===== src/rtl/flap_game_ctrl_if.sv =====
`default_nettype none
// ============================================================================
// Module   : flap_game_ctrl_if
// Brief    : Signal bundle between the game controller and its datapath.
// Revision : 1.0 - initial release
// ============================================================================
interface flap_game_ctrl_if;
  logic       frame_clk;
  logic [7:0] keycode;
  logic       is_bottom;
  logic       pipe_hit;
  logic       eat_coin;
  logic [1:0] game_state;
  logic [7:0] space_trigger;
  logic [9:0] score;
  logic [9:0] high_score;
  logic       new_game;

  // Environment side: drives keyboard/bird/pipe status, observes the controller.
  modport master (
    output frame_clk, keycode, is_bottom, pipe_hit, eat_coin,
    input  game_state, space_trigger, score, high_score, new_game
  );

  // Controller side.
  modport slave (
    input  frame_clk, keycode, is_bottom, pipe_hit, eat_coin,
    output game_state, space_trigger, score, high_score, new_game
  );
endinterface
`default_nettype wire


===== src/rtl/flap_game_ctrl.sv =====
`default_nettype none
// ============================================================================
// Module   : flap_game_ctrl
// Brief    : Flappy Bird sequencer - frame-aligned flap requests, IDLE/PLAY/DEAD
//            state machine, score and high-score keeping.
// Revision : 1.0 - initial release
// ============================================================================
module flap_game_ctrl #(
  parameter logic [7:0] SPACE_KEY        = 8'h2C,
  parameter logic [9:0] DEAD_HOLD_FRAMES = 10'd90,
  parameter logic [9:0] SCORE_MAX        = 10'd999
) (
  input  logic            Clk,
  input  logic            Reset,
  flap_game_ctrl_if.slave bus
);

  localparam logic [1:0] S_IDLE = 2'b00;
  localparam logic [1:0] S_PLAY = 2'b01;
  localparam logic [1:0] S_DEAD = 2'b10;

  logic       r_frame_d;
  logic       r_frame_rise;
  logic       r_key_d;
  logic       r_coin_d;
  logic [1:0] r_state;
  logic       r_flap;
  logic       r_new_game;
  logic [9:0] r_score;
  logic [9:0] r_high_score;
  logic [9:0] r_hold;

  logic       w_press;
  logic       w_coin_rise;
  logic       w_die;
  logic       w_hold_done;
  logic [9:0] w_score_next;

  assign w_press     = (bus.keycode == SPACE_KEY) & ~r_key_d;
  assign w_coin_rise = bus.eat_coin & ~r_coin_d;
  assign w_die       = bus.is_bottom | bus.pipe_hit;
  assign w_hold_done = (r_hold == DEAD_HOLD_FRAMES);

  // Score including this cycle's coin, so a coin on the death cycle reaches high_score.
  always_comb begin
    w_score_next = r_score;
    if ((r_state == S_PLAY) && w_coin_rise && (r_score < SCORE_MAX))
      w_score_next = r_score + 10'd1;
  end

  // Same two-flop frame edge timing as the bird block.
  always_ff @(posedge Clk) begin
    if (Reset) begin
      r_frame_d    <= 1'b0;
      r_frame_rise <= 1'b0;
      r_key_d      <= 1'b0;
      r_coin_d     <= 1'b0;
    end else begin
      r_frame_d    <= bus.frame_clk;
      r_frame_rise <= bus.frame_clk & ~r_frame_d;
      r_key_d      <= (bus.keycode == SPACE_KEY);
      r_coin_d     <= bus.eat_coin;
    end
  end

  always_ff @(posedge Clk) begin
    if (Reset) begin
      r_state      <= S_IDLE;
      r_flap       <= 1'b0;
      r_new_game   <= 1'b0;
      r_score      <= 10'd0;
      r_high_score <= 10'd0;
      r_hold       <= 10'd0;
    end else begin
      r_new_game <= 1'b0;
      case (r_state)
        S_IDLE: begin
          r_flap <= 1'b0;
          if (w_press) begin
            r_state    <= S_PLAY;
            r_score    <= 10'd0;
            r_new_game <= 1'b1;
            r_flap     <= 1'b1;
          end
        end
        S_PLAY: begin
          r_score <= w_score_next;
          if (w_die) begin
            r_state <= S_DEAD;
            r_hold  <= 10'd0;
            r_flap  <= 1'b0;
            if (w_score_next > r_high_score)
              r_high_score <= w_score_next;
          end else if (w_press) begin
            r_flap <= 1'b1;
          end else if (r_frame_rise) begin
            r_flap <= 1'b0;
          end
        end
        S_DEAD: begin
          r_flap <= 1'b0;
          if (w_press && w_hold_done)
            r_state <= S_IDLE;
          else if (r_frame_rise && !w_hold_done)
            r_hold <= r_hold + 10'd1;
        end
        default: begin
          r_state <= S_IDLE;
          r_flap  <= 1'b0;
        end
      endcase
    end
  end

  assign bus.game_state    = r_state;
  assign bus.space_trigger = {8{r_flap}};
  assign bus.score         = r_score;
  assign bus.high_score    = r_high_score;
  assign bus.new_game      = r_new_game;

endmodule
`default_nettype wire


===== src/flat_wrapper.sv =====
// flat-port wrapper written by rule: the top's interface ports become plain ports
module flap_game_ctrl_flat 
#(
  parameter logic [7:0] SPACE_KEY        = 8'h2C,
  parameter logic [9:0] DEAD_HOLD_FRAMES = 10'd90,
  parameter logic [9:0] SCORE_MAX        = 10'd999
)
  (Clk, Reset, bus_frame_clk, bus_keycode, bus_is_bottom, bus_pipe_hit, bus_eat_coin, bus_game_state, bus_space_trigger, bus_score, bus_high_score, bus_new_game);
  flap_game_ctrl_if bus_i ();
  input  logic Clk;
  input  logic Reset;
  input wire logic [$bits(bus_i.frame_clk)-1:0] bus_frame_clk;
  input wire logic [$bits(bus_i.keycode)-1:0] bus_keycode;
  input wire logic [$bits(bus_i.is_bottom)-1:0] bus_is_bottom;
  input wire logic [$bits(bus_i.pipe_hit)-1:0] bus_pipe_hit;
  input wire logic [$bits(bus_i.eat_coin)-1:0] bus_eat_coin;
  output wire logic [$bits(bus_i.game_state)-1:0] bus_game_state;
  output wire logic [$bits(bus_i.space_trigger)-1:0] bus_space_trigger;
  output wire logic [$bits(bus_i.score)-1:0] bus_score;
  output wire logic [$bits(bus_i.high_score)-1:0] bus_high_score;
  output wire logic [$bits(bus_i.new_game)-1:0] bus_new_game;
  assign bus_i.frame_clk = bus_frame_clk;
  assign bus_i.keycode = bus_keycode;
  assign bus_i.is_bottom = bus_is_bottom;
  assign bus_i.pipe_hit = bus_pipe_hit;
  assign bus_i.eat_coin = bus_eat_coin;
  assign bus_game_state = bus_i.game_state;
  assign bus_space_trigger = bus_i.space_trigger;
  assign bus_score = bus_i.score;
  assign bus_high_score = bus_i.high_score;
  assign bus_new_game = bus_i.new_game;
  flap_game_ctrl #(.SPACE_KEY(SPACE_KEY), .DEAD_HOLD_FRAMES(DEAD_HOLD_FRAMES), .SCORE_MAX(SCORE_MAX)) u_core (.Clk(Clk), .Reset(Reset), .bus(bus_i));
endmodule

===== config.mk =====
export PLATFORM = sky130hd
export DESIGN_NAME = flap_game_ctrl_flat
export DESIGN_NICKNAME = d
export VERILOG_FILES = /design/src/rtl/flap_game_ctrl_if.sv /design/src/rtl/flap_game_ctrl.sv /design/src/flat_wrapper.sv
export SDC_FILE = /design/constraint.sdc
export NUM_CORES = 1
export LEC_CHECK = 0
export ABC_CLOCK_PERIOD_IN_PS = 7950
export CORE_MARGIN = 2
export CORE_UTILIZATION = 30
export CTS_BUF_LIST = sky130_fd_sc_hd__clkbuf_4
export CTS_CLUSTER_SIZE = 25
export DETAILED_ROUTE_END_ITERATION = 10
export PLACE_DENSITY = 0.51
export RECOVER_POWER = 25
export SLEW_MARGIN = 20
export SYNTH_ARGS = -nofsm -noshare
export SYNTH_HDL_FRONTEND = slang
export SYNTH_SLANG_ARGS = --single-unit
export TNS_END_PERCENT = 1

===== constraint.sdc =====
create_clock -name Clk -period 7.95 [get_ports Clk]
set_input_delay 2.385 -clock Clk [delete_from_list [all_inputs] [get_ports Clk]]
set_output_delay 2.385 -clock Clk [all_outputs]
set_load 0.01 [all_outputs]

==> results of run 1 <==
-- state kept, by name, summed over array words and instances, names as in the netlist --
register and flops:
u_core.bus.game_state 2, u_core.r_flap 1, u_core.r_frame_rise 1, u_core.bus.high_score 10, u_core.r_frame_d 1, u_core.r_key_d 1
u_core.r_coin_d 1, u_core.bus.new_game 1, u_core.r_hold 10, u_core.bus.score 10
-- how the worst max path moves through the flow --
stage                 start                       end  slack, ps
2_1_floorplan  bus_eat_coin  u_core.bus.high_score[0]       3260
3_3_place_gp   bus_eat_coin  u_core.bus.high_score[0]       2040
3_5_place_dp   bus_eat_coin  u_core.bus.high_score[0]       2010
4_1_cts        bus_eat_coin  u_core.bus.high_score[0]       2380
5_1_grt        bus_eat_coin  u_core.bus.high_score[0]       2060
6_report       bus_eat_coin  u_core.bus.high_score[0]       2330
-- power groups by stage --
stage	Combinational, uW	Clock (uW)	Sequential [uW]
2_1_floorplan	4.60	0	196
3_3_place_gp	12.5	0	196
3_5_place_dp	12.6	0	196
4_1_cts	12.6	137	192
5_1_grt	13.2	144	192
6_report	12.0	130	192
-- cells in the mapped netlist (4+ instances only) --
cell	n
nand2_1	14
xnor2_1	5
a21oi_1	16
xor2_1	4
nor3_1	9
clkbuf_1	5
a22oi_1	9
inv_1	15
mux2_2	4
buf_2	6
nor2_1	22
nand3_1	10
ha_1	13
nor2b_1	4
o21ai_0	9
dfxtp_1	38
buf_4	8
-- cell families (layout without fill, tap and decap cells) --
kind of cell	count (synthesis)	in the layout	share of synthesized area [%]
compound gates	58	58	18.9
xor+xnor	10	10	4.25
fa+ha+maj	13	13	7.27
buf+inv	37	68	8.27
flops	38	38	34.0
mux	7	7	3.58
simple gates	92	92	23.7
-- stage by stage --
step	area (sq um)	cells	power (uW)	setup WS (ps)
final	2750	385	334	2330
after global routing	2750	385	349	2060
after CTS	2760	385	341	2380
after detailed placement	2690	378	208	2010
after global placement	2690	378	208	2040
after floorplan	2240	255	200	3260
-- critical path: stages --
cell	delay (ps)
clkdlybuf4s50_1	500
nand4bb_1	370
nor4_2	350
mux2_2	410
ha_1	300
and4_4	190
and3_4	190
a31oi_1	750
a21oi_1	150
a311oi_1	270
-- per-layer routing --
layer / vias up / share of wire (%) / track usage (%)
li1: 965 / - / -
met1: 906 / 48 / 18.2
met2: 39 / 47 / 22.9
met3: 4 / 4.0 / 3.51
met4: 0 / 0.72 / 3.08
met5: - / 0 / 0
-- area by class of cell --
cell class              instances  area, sq um  area share, %
flip-flops and latches         38          761           27.6
clock inverters                 2         33.8           1.23
inverters                      16         60.1           2.18
repair buffers                 45          444           16.1
multi-input cells             180         1290           47.0
well taps                      99          124           4.50
clock buffers                   5         37.5           1.36
==> results.cfg, run 1 <==
[synthesis]
postSynthCellCount = 255
synth_top_area_share_pct = 34.0
synth.distinct_cells = 64
synth_top_flop_cell = dfxtp_1
syn_area_per_cell_sq_um = 8.78
ys_top_cells_by_area = dfxtp_1 34%, ha_1 7.3%, nor2_1 3.7%
ys_seq_area_share_pct = 34.0
async_flop_share_pct = 0
netlist_area_sq_um = 2240
synth_largest_area_cell = dfxtp_1
synth_edf_count = 0
yosysWarnings = 0
synth_nets = 282
ys_ff_latch = 38

[worst_setup_path]
rr_worst_depth = 9
r2r_end = u_core.bus.high_score[0]
cp_max_fo = 11
critPathLaunchType = input pin
cp.arrival_ps = 5860
reg2reg_from = u_core.bus.game_state[0]
ff2ff_setup_slack_ps = 4270
end_kind = flip-flop
path_class = in -> reg
cp.required_ps = 8200

[floorplanning]
initial_core_util_pct = 30.9
dieArea_sq_um = 8170
num_rows = 31
io_pins = 45
core_sq_um = 7250
die_w_um = 90.4
die_h_um = 90.4

[routing]
wl_per_cell_um = 13.8
avgViaCountPerCell = 4.97
ant_nets = 0
drtIter0Drc = 44
vias = 1914
wl_um = 5310
drcViolationCount = 0
dr.pass1.iters = 4

[min_path]
holdCritStartpoint = u_core.r_frame_d
min_path_cells = 1
hold_path_class = reg -> reg
min_to = u_core.r_frame_rise

[global_route]
grt_remaining_overflow = 0
first_global_vias = 1942
track_usage_pct = 13.8
grt_first_pass_wirelength_um = 9340
grt_max_degree = 31
antenna_found_initial = 0

[power]
p_leak_uw = 0.000889
cellPowerDensity_nw_per_um2 = 121
switching_share_pct = 21.6
clkPwrFrac_pct = 39.0
p_int_uw = 262
combPwrFrac_pct = 3.6
p_seq_share_pct = 57.4
switchingPower_uw = 72.2
vdd_drop_max_v = 0.0000578

[cells_and_area]
nets = 313
layout_common_cells = 41 x clkdlybuf4s50_1, 38 x dfxtp_1, 22 x nor2_1
mostFrequentLayoutCell = clkdlybuf4s50_1
fin_util_pct = 38.0
fillers = 776
antennaDiodeCount = 0
drive_above_1_share_pct = 9.79
syn_to_final_growth_pct = 23.0

[cts]
clockRootBuffer = clkbuf_4
cts-htree-levels = 2
cts_sinks = 38
clk_path_buf_depth = 2
ctsResizeCount = 0
cts_tree = yes
cts_setup_buffers = 0
clkLatencyLatePin_ps = 340
path_clk_slew_ps = 120
cts_made_buffers = 5
cts_hold_buffers = 0

[timing]
fin_worst_skew_ps = 17.6
slew-limit-headroom_pct = 5.03
fin_crit_ps = 5620
max_freq_mhz = 178
whs_ps = 402
timing.final.crit_share_pct = 70.6
setup_viol = 0
hold_viol = 0
fin_setup_tns_ps = 0
rsz0062_at_grt = no
final_max_slew_viol_count = 0
tightest_slew_ps = 1420

[place]
port-buffer-count = 44
place_congestion = 0.777
dpl.hpwl_um = 3810

[outcome]
status = finished, final reports clean

[run]
max-cap-violations = 0
Power figures use the tool's default switching activity.
==> inputs of run 2 (changes only) <==
--- a/config.mk
+++ b/config.mk
@@ -5,7 +5,7 @@
 export SDC_FILE = /design/constraint.sdc
 export NUM_CORES = 1
 export LEC_CHECK = 0
-export ABC_CLOCK_PERIOD_IN_PS = 7950
+export ABC_CLOCK_PERIOD_IN_PS = 5220
 export CORE_MARGIN = 2
 export CORE_UTILIZATION = 30
 export CTS_BUF_LIST = sky130_fd_sc_hd__clkbuf_4
==> constraint.sdc (replaced) <==
create_clock -name Clk -period 5.22 [get_ports Clk]
set_input_delay 1.566 -clock Clk [delete_from_list [all_inputs] [get_ports Clk]]
set_output_delay 1.566 -clock Clk [all_outputs]
set_load 0.01 [all_outputs]
==> run 2 against run 1 <==
Clock power up 17%; global-route usage down 0.59 points; via count down 1.5%; hold slack worse by 2.0 ps; count of clock-buffer cells in the layout unchanged; critical path type unchanged; largest cell class unchanged.
==> results.cfg, run 2 (same netlist as run 1, synthesis figures left out) <==
[outcome]
status = finished, final reports clean

[global_route]
first_global_vias = 1790
grt_util_met2_pct = 21.7
grt_max_degree = 19
track_usage_pct = 13.2
grt_use_met3_pct = 3.09
busiest_layer = met2
grt_first_pass_wirelength_um = 8890
antenna_found_initial = 0
grt_remaining_overflow = 0
grt_use_met1_pct = 17.8

[worst_setup_path]
critPathLaunchType = input pin
critPathTopFamily = simple AND/OR/NAND/NOR gates
reg2reg_from = u_core.bus.game_state[0]
startpoint = bus_eat_coin
max_stage_delay_ps = 500
crit_buf_inv = 1
end_kind = flip-flop
cp.required_ps = 5470
path_class = in -> reg
cp.arrival_ps = 4770
cp_max_fo = 11
path_cells = clkdlybuf4s50_1 -> nand4bb_1 -> nor4_2 -> mux2_2 -> ha_1 -> and4_4 -> and3_4 -> a221o_1 -> a21oi_1 -> a311oi_1
cp_slowest_cell = clkdlybuf4s50_1

[cells_and_area]
mostFrequentLayoutCell = dfxtp_1
layout_common_cells = 38 x dfxtp_1, 32 x clkdlybuf4s50_1, 22 x nor2_1
fillers = 749
nets = 316
drive_above_1_share_pct = 11.0
antennaDiodeCount = 0
syn_to_final_growth_pct = 23.2

[cts]
cts_hold_buffers = 0
cts_setup_buffers = 0
clk_path_buf_depth = 2
clockRootBuffer = clkbuf_4
path_clk_slew_ps = 130
cts_sinks = 38
cts_tree = yes
cts_made_buffers = 5
ctsResizeCount = 0
cts-htree-levels = 2
clkLatencyLatePin_ps = 340

[place]
dp_slack_ps = 392
place_congestion = 0.818
port-buffer-count = 44
dpl.hpwl_um = 3950

[timing]
fin_crit_ps = 4520
rsz0062_at_grt = no
whs_ps = 400
setup_viol = 0
timing.final.crit_share_pct = 86.5
tightest_slew_ps = 835
fin_worst_skew_ps = 13.7
fin_setup_tns_ps = 0
hold_viol = 0
final.setup.worst_slack_ps = 702
max_freq_mhz = 221
slew-limit-headroom_pct = 44.3
final_max_slew_viol_count = 0

[power]
clkPwrFrac_pct = 32.9
switchingPower_uw = 110
p_int_uw = 352
total_power_uw = 462
switching_share_pct = 23.8
cellPowerDensity_nw_per_um2 = 168
p_seq_share_pct = 63.2
p_leak_uw = 0.000924
vdd_drop_max_v = 0.0000699
combPwrFrac_pct = 4.0

[routing]
wl_um = 5300
wl_per_cell_um = 13.6
vias = 1885
drcViolationCount = 0
ant_nets = 0
avgViaCountPerCell = 4.85
dr.pass1.iters = 6
drtIter0Drc = 67

[min_path]
holdCritStartpoint = u_core.r_frame_d
hold_path_class = reg -> reg

[floorplanning]
io_pins = 45
core_sq_um = 7250
die_w_um = 90.4
die_h_um = 90.4
initial_core_util_pct = 30.9
dieArea_sq_um = 8170
num_rows = 31

[run]
max-cap-violations = 0
==> run 2: worst paths after layout <==
check	slack, ps	depth (start not counted)	endpoint
min	400	1	u_core.r_frame_rise
min reg2reg	400	1	u_core.r_frame_rise
max reg2reg	1830	9	u_core.bus.high_score[0]
max	700	10	u_core.bus.high_score[0]
==> run 2: through the flow <==
stage                     cells  instance area (sq um)  utilization, %
after floorplan             255                   2240               -
after global placement      381                   2710            37.3
after detailed placement    381                   2710            37.3
after CTS                   389                   2760            38.1
after global routing        389                   2760            38.0
final                       389                   2760            38.0
==> run 2: area by class of cell <==
| class | count | area (sq um) | share of cell area [%] |
|---|---|---|---|
| clock inverters | 3 | 16.3 | 0.590 |
| inverters | 16 | 60.1 | 2.18 |
| clock buffers | 5 | 37.5 | 1.36 |
| well taps | 99 | 124 | 4.49 |
| repair buffers | 48 | 467 | 16.9 |
| multi-input cells | 180 | 1290 | 46.9 |
| flip-flops and latches | 38 | 761 | 27.6 |
==> run 2: power by group through the flow <==
stage / logic [uW] / clock network, uW / registers [uW]
2_1_floorplan: 7.01 / 0 / 298
3_5_place_dp: 19.3 / 0 / 298
4_1_cts: 19.4 / 162 / 292
3_3_place_gp: 19.1 / 0 / 298
6_report: 18.3 / 152 / 292
5_1_grt: 20.0 / 178 / 292
==> run 2: per-layer routing <==
| layer | share of wire (%) | vias to the layer above |
|---|---|---|
| li1 | - | 973 |
| met1 | 50 | 872 |
| met2 | 47 | 36 |
| met3 | 3.2 | 4 |
| met4 | 0.64 | 0 |
| met5 | 0 | - |
==> edit 1: new RTL, flow settings as in run 1 <==
Reset style: asynchronous (`Reset`), changed in 2 clocked blocks.
--- a/src/rtl/flap_game_ctrl.sv
+++ b/src/rtl/flap_game_ctrl.sv
@@ -49,7 +49,7 @@
   end
 
   // Same two-flop frame edge timing as the bird block.
-  always_ff @(posedge Clk) begin
+  always_ff @(posedge Clk or posedge Reset) begin
     if (Reset) begin
       r_frame_d    <= 1'b0;
       r_frame_rise <= 1'b0;
@@ -63,7 +63,7 @@
     end
   end
 
-  always_ff @(posedge Clk) begin
+  always_ff @(posedge Clk or posedge Reset) begin
     if (Reset) begin
       r_state      <= S_IDLE;
       r_flap       <= 1'b0;
Check against the original RTL: differs if Reset is asserted again (counterexample within 4 cycles, from zero or initial values and one cycle with Reset high); with Reset held inactive, the same outputs for 10 cycles.
==> edit 1 against run 1 <==
- the flow now finishes with violations (max-capacitance violations, max-slew violations)
- sequential cell count stayed put
- first-iteration DRC count rose by 120%
- synthesized area shrank 1.9%
- final area is 0.95% lower
- worst setup slack better by 0.098 ns
- routed wire length shrank 7.5%
- final cell count decreased by 6.0%
- critical path type unchanged
- largest cell class unchanged
Power is not compared: it rests on default switching activity, and its combinational part moved more than twofold at a synthesized area within 25%.
==> edit 1: results (changes against run 1) <==
count of nets after finishing=289 (-7.7%); number of slew-limit violations in the final report=39 (+39); sink of the worst hold path=u_core.r_frame_rise; multi-input gates=154 (-14%); source of the worst register-to-register timing path=u_core.bus.score[0]; placed cell count=354 (-6.3%); cell depth of the worst flop-to-flop path=10 (+1); share of synthesized flip-flops with an asynchronous set or reset=1.000 (+1.000); parity-gate share of the synthesized area counting xor and xnor cells=0.02393 (-0.01855); global-route met2 utilization=0.1965 (-0.03280); DRT Wirelength=4914 um (-7.5%); wire length per cell=13.57 um (-1.6%); grt met1 use=0.1946 (+0.01302); adder-cell share of the synthesized area=0.07407 (+0.001408); per-cell via count in the routed design=4.928 (-0.87%); reg-to-reg critical path endpoint=u_core.bus.high_score[2]; arrival time at the worst endpoint=5.76 ns (-0.10 ns); Min-Delay Startpoint=u_core.r_frame_d; DRT met1 WL=2554 um (about the same); max-cap violations=1 (+1); sequential cell count=38 (unchanged); highest-delay cell along the critical path=o31ai_2; share of cell area taken by muxes after synthesis=0.06496 (+0.02918); layout clock buffer count=6 (+1); violation count after the first detailed-route iteration=98 (+120%); count of mapped cells out of synthesis=223 (-13%); Hold Slack=0.4102 ns (+0.008185 ns); maximum number of pins on one net before global-route repair=39 (+26%); outcome=finished, violations left; portion of the post-synthesis area used by sequential elements=0.4330 (+0.09319); Max-slew headroom=-0.4246 (-0.4748); number of global-route vias before repair=1716 (-12%); total routing resource utilization after global routing=0.1319 (-0.006440); number of unique standard cell types used by synthesis=43 (-33%); failing checks=max-capacitance violations, max-slew violations; area used by multi-input combinational logic=1086 um2 (-16%); global placement routability congestion=0.7595 (-2.2%); count of filler cells inserted in the layout=733 (-5.5%); skew final=0.006129 ns (-0.01146 ns)
-- edit 1: changes by cell type after synthesis, sizes merged, moves of 6 or more --
cell	before	now
nor2	22	9
a22oi	10	0
or3	1	7
nor3	11	4
dfrtp	0	38
nand4	3	9
dfxtp	38	0
-- edit 1: power groups by stage --
| stage | Clock [W] | Combinational [W] | Sequential (W) |
|---|---|---|---|
| floorplan | 0 | 0.0000268 | 0.000219 |
| global placement | 0 | 0.0000442 | 0.000221 |
| detailed placement | 0 | 0.0000445 | 0.000221 |
| CTS | 0.000108 | 0.0000448 | 0.000218 |
| global route | 0.000117 | 0.0000495 | 0.000221 |
| finish | 0.000106 | 0.0000433 | 0.000218 |
-- edit 1: stage by stage --
step                  util  total power, W  area (um2)
floorplan                -       0.0002455        2196
global placement    0.3730       0.0002655        2676
detailed placement  0.3730       0.0002656        2676
CTS                 0.3805       0.0003709        2730
global route        0.3799       0.0003875        2726
finish              0.3799       0.0003670        2726
==> edit 2: new RTL, flow settings as in run 1 <==
Without the edit above. `SCORE_MAX` is set to 10'd999 in 2 places; all go to 10'd749.
--- a/src/rtl/flap_game_ctrl.sv
+++ b/src/rtl/flap_game_ctrl.sv
@@ -8,7 +8,7 @@
 module flap_game_ctrl #(
   parameter logic [7:0] SPACE_KEY        = 8'h2C,
   parameter logic [9:0] DEAD_HOLD_FRAMES = 10'd90,
-  parameter logic [9:0] SCORE_MAX        = 10'd999
+  parameter logic [9:0] SCORE_MAX        = 10'd749
 ) (
   input  logic            Clk,
   input  logic            Reset,
--- a/src/flat_wrapper.sv
+++ b/src/flat_wrapper.sv
@@ -3,7 +3,7 @@
 #(
   parameter logic [7:0] SPACE_KEY        = 8'h2C,
   parameter logic [9:0] DEAD_HOLD_FRAMES = 10'd90,
-  parameter logic [9:0] SCORE_MAX        = 10'd999
+  parameter logic [9:0] SCORE_MAX        = 10'd749
 )
   (Clk, Reset, bus_frame_clk, bus_keycode, bus_is_bottom, bus_pipe_hit, bus_eat_coin, bus_game_state, bus_space_trigger, bus_score, bus_high_score, bus_new_game);
   flap_game_ctrl_if bus_i ();
Formal check against the unedited RTL: no difference found for any inputs over 10 cycles, from zero or initial values and one cycle with Reset high; that may be too few to reach the edited logic, so the function may still have changed.
==> edit 2 against run 1 <==
- critical path depth increased by 2
- final area decreased by 2.5%
- synthesized area decreased by 2.3%
- routed wire length decreased by 1.1%
- combinational power increased by 3%
- critical endpoint unchanged
- register-to-register slack got worse by 0.17 ns
- die area decreased by 2.2%
- sequential cell count unchanged
- power decreased by 8.4%
- count of clock-buffer cells in the layout increased by 1
- synthesized cell count decreased by 0.39%
- worst setup slack got worse by 0.020 ns
- highest routed layer unchanged
==> edit 2: results (changes against run 1) <==
Clock buf/inv share=0.02004 (-0.005872); arrival time at the worst endpoint=5.90 ns (+0.04 ns); area used by multi-input combinational logic=1220 um2 (-5.6%); share of cell area taken by muxes after synthesis=0.01030 (-0.02548); outcome=completed; number of global-route vias before repair=1760 (-9.4%); compound-cell area share of the yosys netlist=0.1819 (-0.007569); violation count after the first detailed-route iteration=75 (+70%); source of the worst register-to-register timing path=u_core.bus.score[0]; reg-to-reg slack, setup=4.10 ns (-0.17 ns); cell depth of the worst flop-to-flop path=13 (+4); skew final=0.01173 ns (-0.005861 ns); fraction of final layout cells with drive strength greater than 1=0.05575 (-0.04215); Max-slew headroom=0.3662 (+0.3159); per-cell via count in the routed design=4.839 (-2.7%); wire length of the first global-routing pass=8763 um (-6.1%); Worst Path Max Fanout=12 (+1); static leakage=1.058 nW (+19%); power in combinational cells=0.0000124 W (+3%); DRT met1 WL=2648 um (+3.8%); net load switching power=0.00007115 W (-1.4%); layout clock buffer count=6 (+1); total routing resource utilization after global routing=0.1422 (+0.003936); met3 track utilization from global routing=0.03232 (-0.002741); commonest cells in the netlist=dfxtp_1, inv_1, nor2_1; Worst IR Drop VDD=0.05263 mV (-9.0%); maximum number of pins on one net before global-route repair=19 (-39%)
-- edit 2: cell count changes in the layout (fill, tap and decap cells not counted), moves of 4 or more --
cell	change
nand3_1	-6
dlygate4sd3_1	+10
nand4_1	+6
a22oi_1	-9
nor2_1	-4
o21ai_0	+7
xor2_1	+6
inv_1	+6
clkdlybuf4s50_1	-10
-- edit 2: metrics by stage --
| stage | setup slack [ns] | total power [W] | cell area [um2] | std cells |
|---|---|---|---|---|
| finish | 2.315 | 0.0003058 | 2685 | 386 |
| global route | 2.046 | 0.0003207 | 2685 | 386 |
| CTS | 2.370 | 0.0003128 | 2689 | 386 |
| detailed placement | 2.026 | 0.0002089 | 2635 | 378 |
| global placement | 2.081 | 0.0002087 | 2635 | 378 |
| floorplan | 3.009 | 0.0002006 | 2187 | 254 |
